`src/rtl/trace_pkg.sv`:
```
// Shared types for the commit trace checker: trace record, error codes,
// checker state and the field-priority compare helper.
// Optional feature macro: TRACE_CHECK_DATA_EN (compare written data, enables err_code 4).
package trace_pkg;

  typedef struct packed {
    logic [31:0] pc;
    logic [31:0] inst;
    logic        we;
    logic [4:0]  rd;
    logic [31:0] data;
  } trace_rec_t;

  typedef enum logic [2:0] {
    ERR_NONE     = 3'd0,
    ERR_PC       = 3'd1,
    ERR_INST     = 3'd2,
    ERR_WERD     = 3'd3,
    ERR_DATA     = 3'd4,
    ERR_OVERFLOW = 3'd5
  } trace_err_e;

  typedef enum logic [1:0] {
    ST_RUN  = 2'd0,
    ST_PASS = 2'd1,
    ST_FAIL = 2'd2
  } trace_state_e;

  // First differing field in priority pc > inst > we/rd > data.
  // rd only matters when the register file is written; same for data.
  function automatic trace_err_e compare_rec(input trace_rec_t got, input trace_rec_t want);
    trace_err_e code;
    code = ERR_NONE;
    if (got.pc != want.pc)
      code = ERR_PC;
    else if (got.inst != want.inst)
      code = ERR_INST;
    else if ((got.we != want.we) || (got.we && (got.rd != want.rd)))
      code = ERR_WERD;
`ifdef TRACE_CHECK_DATA_EN
    else if (got.we && (got.data != want.data))
      code = ERR_DATA;
`endif
    return code;
  endfunction

endpackage

```
`src/rtl/trace_fifo.sv`:
```
// Synchronous FIFO of trace records with full/empty, occupancy count and
// same-cycle push+pop. DEPTH must be a power of two, at least 2.
module trace_fifo
  import trace_pkg::*;
#(
  parameter int DEPTH = 4
) (
  input  logic                   clk,
  input  logic                   rst_n,
  input  logic                   i_push,
  input  trace_rec_t             i_data,
  input  logic                   i_pop,
  output trace_rec_t             o_head,
  output logic                   o_full,
  output logic                   o_empty,
  output logic [$clog2(DEPTH):0] o_count
);

  localparam int              AW       = $clog2(DEPTH);
  localparam logic [AW-1:0]   PTR_ONE  = AW'(1);
  localparam logic [AW:0]     CNT_ONE  = (AW + 1)'(1);
  localparam logic [AW:0]     CNT_FULL = (AW + 1)'(DEPTH);

  trace_rec_t    r_mem [DEPTH];
  logic [AW-1:0] r_wr_ptr;
  logic [AW-1:0] r_rd_ptr;
  logic [AW:0]   r_count;
  logic          w_do_push;
  logic          w_do_pop;

  assign o_full    = (r_count == CNT_FULL);
  assign o_empty   = (r_count == '0);
  assign w_do_push = i_push && !o_full;
  assign w_do_pop  = i_pop && !o_empty;
  assign o_head    = r_mem[r_rd_ptr];
  assign o_count   = r_count;

  // Record storage, written on push.
  // NOTE: the array has no reset; pointers and count decide which entries are valid.
  always_ff @(posedge clk) begin
    if (w_do_push) r_mem[r_wr_ptr] <= i_data;
  end

  // Pointer and occupancy bookkeeping; push+pop together leaves count unchanged.
  // NOTE: sequential state uses <= so every flop samples pre-edge values.
  always_ff @(posedge clk or negedge rst_n) begin
    if (!rst_n) begin
      r_wr_ptr <= '0;
      r_rd_ptr <= '0;
      r_count  <= '0;
    end else begin
      if (w_do_push) r_wr_ptr <= r_wr_ptr + PTR_ONE;
      if (w_do_pop)  r_rd_ptr <= r_rd_ptr + PTR_ONE;
      case ({w_do_push, w_do_pop})
        2'b10:   r_count <= r_count + CNT_ONE;
        2'b01:   r_count <= r_count - CNT_ONE;
        default: r_count <= r_count;
      endcase
    end
  end

endmodule

```
`config.mk`:
```
export PLATFORM = sky130hd
export DESIGN_NAME = trace_fifo
export DESIGN_NICKNAME = d
export VERILOG_FILES = /design/src/rtl/trace_pkg.sv /design/src/rtl/trace_fifo.sv
export SDC_FILE = /design/constraint.sdc
export NUM_CORES = 1
export LEC_CHECK = 0
export ABC_AREA = 0
export CAP_MARGIN = 40
export CORE_MARGIN = 2
export CORE_UTILIZATION = 60
export DETAILED_ROUTE_END_ITERATION = 16
export DONT_BUFFER_PORTS = 1
export PLACE_DENSITY = 0.77
export SLEW_MARGIN = 20
export SYNTH_ARGS = -nofsm -noshare
export SYNTH_HDL_FRONTEND = slang
export SYNTH_SLANG_ARGS = --single-unit
export TNS_END_PERCENT = 10
```
`constraint.sdc`:
```
create_clock -name clk -period 11.8 [get_ports clk]
set_input_delay 1.18 -clock clk [delete_from_list [all_inputs] [get_ports clk]]
set_output_delay 1.18 -clock clk [all_outputs]
set_load 0.01 [all_outputs]
```
## Word-level counts from Yosys, hierarchy flattened

Memory sizes are Yosys's and may differ from the RTL's.
Index checks and enable logic that the tools add are counted.

- Add/sub/neg operators: 4
- Multiply operators: 0
- Divide/modulo/power cells: 0
- Order comparisons: 0
- Equal/unequal tests: 3
- Shift operators: 0
- Mux-type cells: 3
- Bitwise logic cells: 0
- Reduce and logical (&&, ||, !) cells: 6

Operators by type and width:

| operator | count |
|---|---|
| 3-bit case mux with 2 select lines | 1 |
| 2-bit by 1-bit adder with 2-bit output (second input constant) | 2 |
| 3-bit by 1-bit adder with 3-bit output (second input constant) | 1 |
| 3-bit == test (second input constant) | 1 |
| 3-bit logical NOT | 1 |
| 3-bit by 1-bit subtractor with 3-bit output (second input constant) | 1 |
| 2-bit by 1-bit == test with 1-bit output (second input constant) | 1 |
| 2-bit == test (second input constant) | 1 |
| 1-bit logical AND | 2 |
| 1-bit logical NOT | 2 |
| 1-bit two-way mux | 2 |
| 2-bit nonzero test | 1 |

- Flip-flop bits (word level): 7
- Latch bits: 0
- RAM bits: 408
- Memory bits (read-only): 0
- Output and inout port bits: 107
- Memories: 1

Memory list:

| memory | depth | width | rd ports | clocked after Yosys merged registers in | wr ports | RTL line | text |
|---|---|---|---|---|---|---|---|
| r_mem | 4 | 102 | 1 | 0 | 1 | trace_fifo.sv:24 | `trace_rec_t r_mem [DEPTH];` |

## Logic depth before layout (Yosys ltp)

- Word-level depth: 5
- Gate-level depth with buffers: 9
- Mapped depth without buffers: 9

## Worst setup path after synthesis

OpenSTA, ideal clock, no wires.

- Kind: input port to flip-flop
- Start point: input i_push
- End point: memory r_mem[0][0] (netlist bit) (enable)
- Arrival: 3.909 ns
- Required time: 11.328 ns
- Setup slack: 7.419 ns
- Cell stages on the path: 2
- Path through: nor2b_1 and2_1

- Cells in the longest elaborated chain, start to end: 3

Ends and longest elaborated chain:

| element | RTL line | text |
|---|---|---|
| from (decl) | trace_fifo.sv:10 | `input logic i_push,` |
| 1-bit logical AND | trace_fifo.sv:33 | `assign w_do_push = i_push && !o_full;` |
| 1-bit two-way mux | trace_fifo.sv:41 | `if (w_do_push) r_mem[r_wr_ptr] <= i_data;` |
| 1-bit two-way mux (implied by the code) | trace_fifo.sv:41 |  |
| to (decl) | trace_fifo.sv:24 |  |

No other way between the ends.

==> results.json <==
{
  "post-place-ws_ps": 8220,
  "num_rows": 58,
  "grt_pass1_wl_um": 40000,
  "vias": 5940,
  "irDropWorstVdd_mv": 0.196,
  "drc": 0,
  "portBuffers": 0,
  "synth_xor_area_share_pct": 0.346,
  "finalNonFillerCells": 961,
  "clk_pin_slew_ps": 60,
  "dp_cells": 889,
  "leakage_nw": 5.31,
  "firstDrtPassIters": 4,
  "path_max_fanout": 46,
  "total_power_mw": 4.33,
  "r2r_start": "o_count[2]$_DFFE_PN0P_",
  "synth-warning-count": 0,
  "r2r-end": "r_mem[2][65]$_DFFE_PP_",
  "yosys.area_share.adder_pct": 0.544,
  "ys_ff_latch": 415,
  "design_area_um2": 16800,
  "max_slew_margin_pct": 48.1,
  "crit_type": "reg -> out",
  "max_freq_mhz": 269,
  "gp_congestion": 0.775,
  "ctsRootBufferMaster": "clkbuf_16",
  "synth-async-reset-ratio_pct": 1.69,
  "post-route-util_pct": 67.3,
  "synth_top_family_by_area": "multiplexers",
  "synth-compound-area-share_pct": 0.0577,
  "end_kind": "output pin",
  "routed_wl_um": 26600,
  "synthToLayoutAreaGrowth_pct": 10.8,
  "netlist-cell-type-count": 23,
  "cts.path.max_buffers": 3,
  "hold_viol": 0,
  "cts_made_buffers": 40,
  "cts_setup_buffers": 0,
  "overflow": 0,
  "placed_area_um2": 15600,
  "cts_max_level": 2,
  "die_w_um": 163,
  "hold_slack_ps": 343,
  "clk_latency_ps": 520,
  "worst_pin_slew_ps": 778,
  "setup-violations-final": 0,
  "start_util_pct": 60.7,
  "hpwl_um": 16700,
  "synth-simple-area-share_pct": 0.338,
  "syn_area_um2": 15200,
  "syn_avg_cell_area_um2": 26.7,
  "wl_met2_um": 14300,
  "period_needed_ps": 3720,
  "cp-start-kind": "flip-flop",
  "cts_sinks": 415,
  "setup_ws_ps": 8080,
  "power.density_nw_per_um2": 257,
  "r2r_setup_slack_ps": 8740,
  "dr_wl_met3_um": 2400,
  "core_um2": 25000,
  "postRouteAntennaNets": 0,
  "viasPerCell": 6.18,
  "cts_tree": "built",
  "grt_pass1_vias": 6451,
  "antenna_found_initial": 0,
  "grt_max_degree": 55,
  "drtIter0Drc": 621,
  "fin_tns_setup_ps": 0,
  "syn_nets": 682,
  "track_usage_pct": 20.6,
  "layout-drive-gt1-share_pct": 27.9,
  "rsz0062_at_grt": "no",
  "num-nets-final": 713,
  "status": "completed",
  "finClkSkew_ps": 19.8,
  "seq_area_frac_synth_pct": 81.8,
  "critPathRequiredTime_ps": 10620,
  "dieArea_um2": 26600,
  "top_layer": "met4",
  "wl_met1_um": 9270,
  "synthMuxAreaShare_pct": 15.3,
  "worstPathArrival_ps": 2540,
  "fin_crit_sh_pct": 31.5,
  "synthFlopType": "edfxtp_1",
  "rr_worst_depth": 4,
  "postCtsResizedCells": 0,
  "num_io_pins": 213,
  "drv_cap": 0,
  "synth_edf_count": 408,
  "holdCritPathClass": "in -> async",
  "synthCells": 570,
  "drv_slew": 0,
  "hold_buffers": 0,
  "post_drt_wl_per_cell_um": 27.7,
  "antennaDiodeCount": 0,
  "dieHeight_um": 163
}
[per-layer routing]
metal,vias to the layer above,global-route usage [%]
li1,2510,-
met1,3126,24.4
met2,256,35.5
met3,48,7.39
met4,0,6.92
met5,-,0
[worst max path at each step]
stage	startpoint	end	slack (ps)	cells after the start
6_report	r_rd_ptr[1]$_DFFE_PN0P_	o_head[67]	8080	3
5_1_grt	r_rd_ptr[0]$_DFFE_PN0P_	o_head[70]	7940	3
4_1_cts	r_rd_ptr[1]$_DFFE_PN0P_	o_head[23]	8040	3
3_5_place_dp	i_push	r_mem[2][55]$_DFFE_PP_	8220	3
3_3_place_gp	r_rd_ptr[0]$_DFFE_PN0P_	o_head[48]	7870	2
2_1_floorplan	i_push	r_mem[0][0]$_DFFE_PP_	7420	2
[synth_stat cells, types with 3 or more instances]
library cell / number / area share, %
buf_1: 3 / 0.074
xnor2_1: 3 / 0.17
inv_1: 6 / 0.15
and2_1: 4 / 0.16
mux4_2: 102 / 15
dfrtp_1: 7 / 1.2
xor2_1: 3 / 0.17
buf_12: 6 / 0.79
buf_4: 4 / 0.20
buf_2: 8 / 0.26
ha_1: 5 / 0.41
edfxtp_1: 408 / 81
[cell families after synthesis]
kind of cell | count (synthesis)
fa+ha+maj | 6
buf+inv | 29
flops | 415
mux | 104
compound gates | 1
xor+xnor | 6
simple gates | 9
[flip-flops by register name, summed over array words and instances, names as in the netlist]
register / count
o_count: 3
r_mem: 408
r_rd_ptr: 2
r_wr_ptr: 2
[report_power, final]
part	internal, mW	switching (mW)	leakage, nW
combinational	0.448	0.611	0.876
clock	0.704	0.502	0.612
sequential	1.95	0.113	3.82
[area by class of cell]
| cell class | instances | area, um2 |
|---|---|---|
| clock buffer | 49 | 1060 |
| inverter | 6 | 22.5 |
| fill | 1446 | 8200 |
| timing repair buffer | 12 | 188 |
| clock inverter | 23 | 200 |
| multi-input combinational | 126 | 2520 |
| tap | 330 | 413 |
| sequential | 415 | 12400 |
[layout by cell type, fill, tap and decap left out, types with 2 or more instances in the layout]
cell type  instances
dfrtp_1            5
edfxtp_1         408
xnor2_1            3
buf_12             3
bufinv_16          3
buf_4              6
clkinv_2           5
clkbuf_1           8
and2_4             4
inv_1              6
clkbuf_16         41
buf_16             3
clkinv_4           3
mux4_2           102
dfrtp_4            2
ha_1               5
xor2_1             3
clkinv_1           9
inv_6              2
[worst max-delay path, cell delays in order, from the launching register on]
cell	delay [ps]
dfrtp_4	610
buf_4	630
buf_12	320
mux4_2	390
Note: power is estimated with default switching activity, not from simulation.
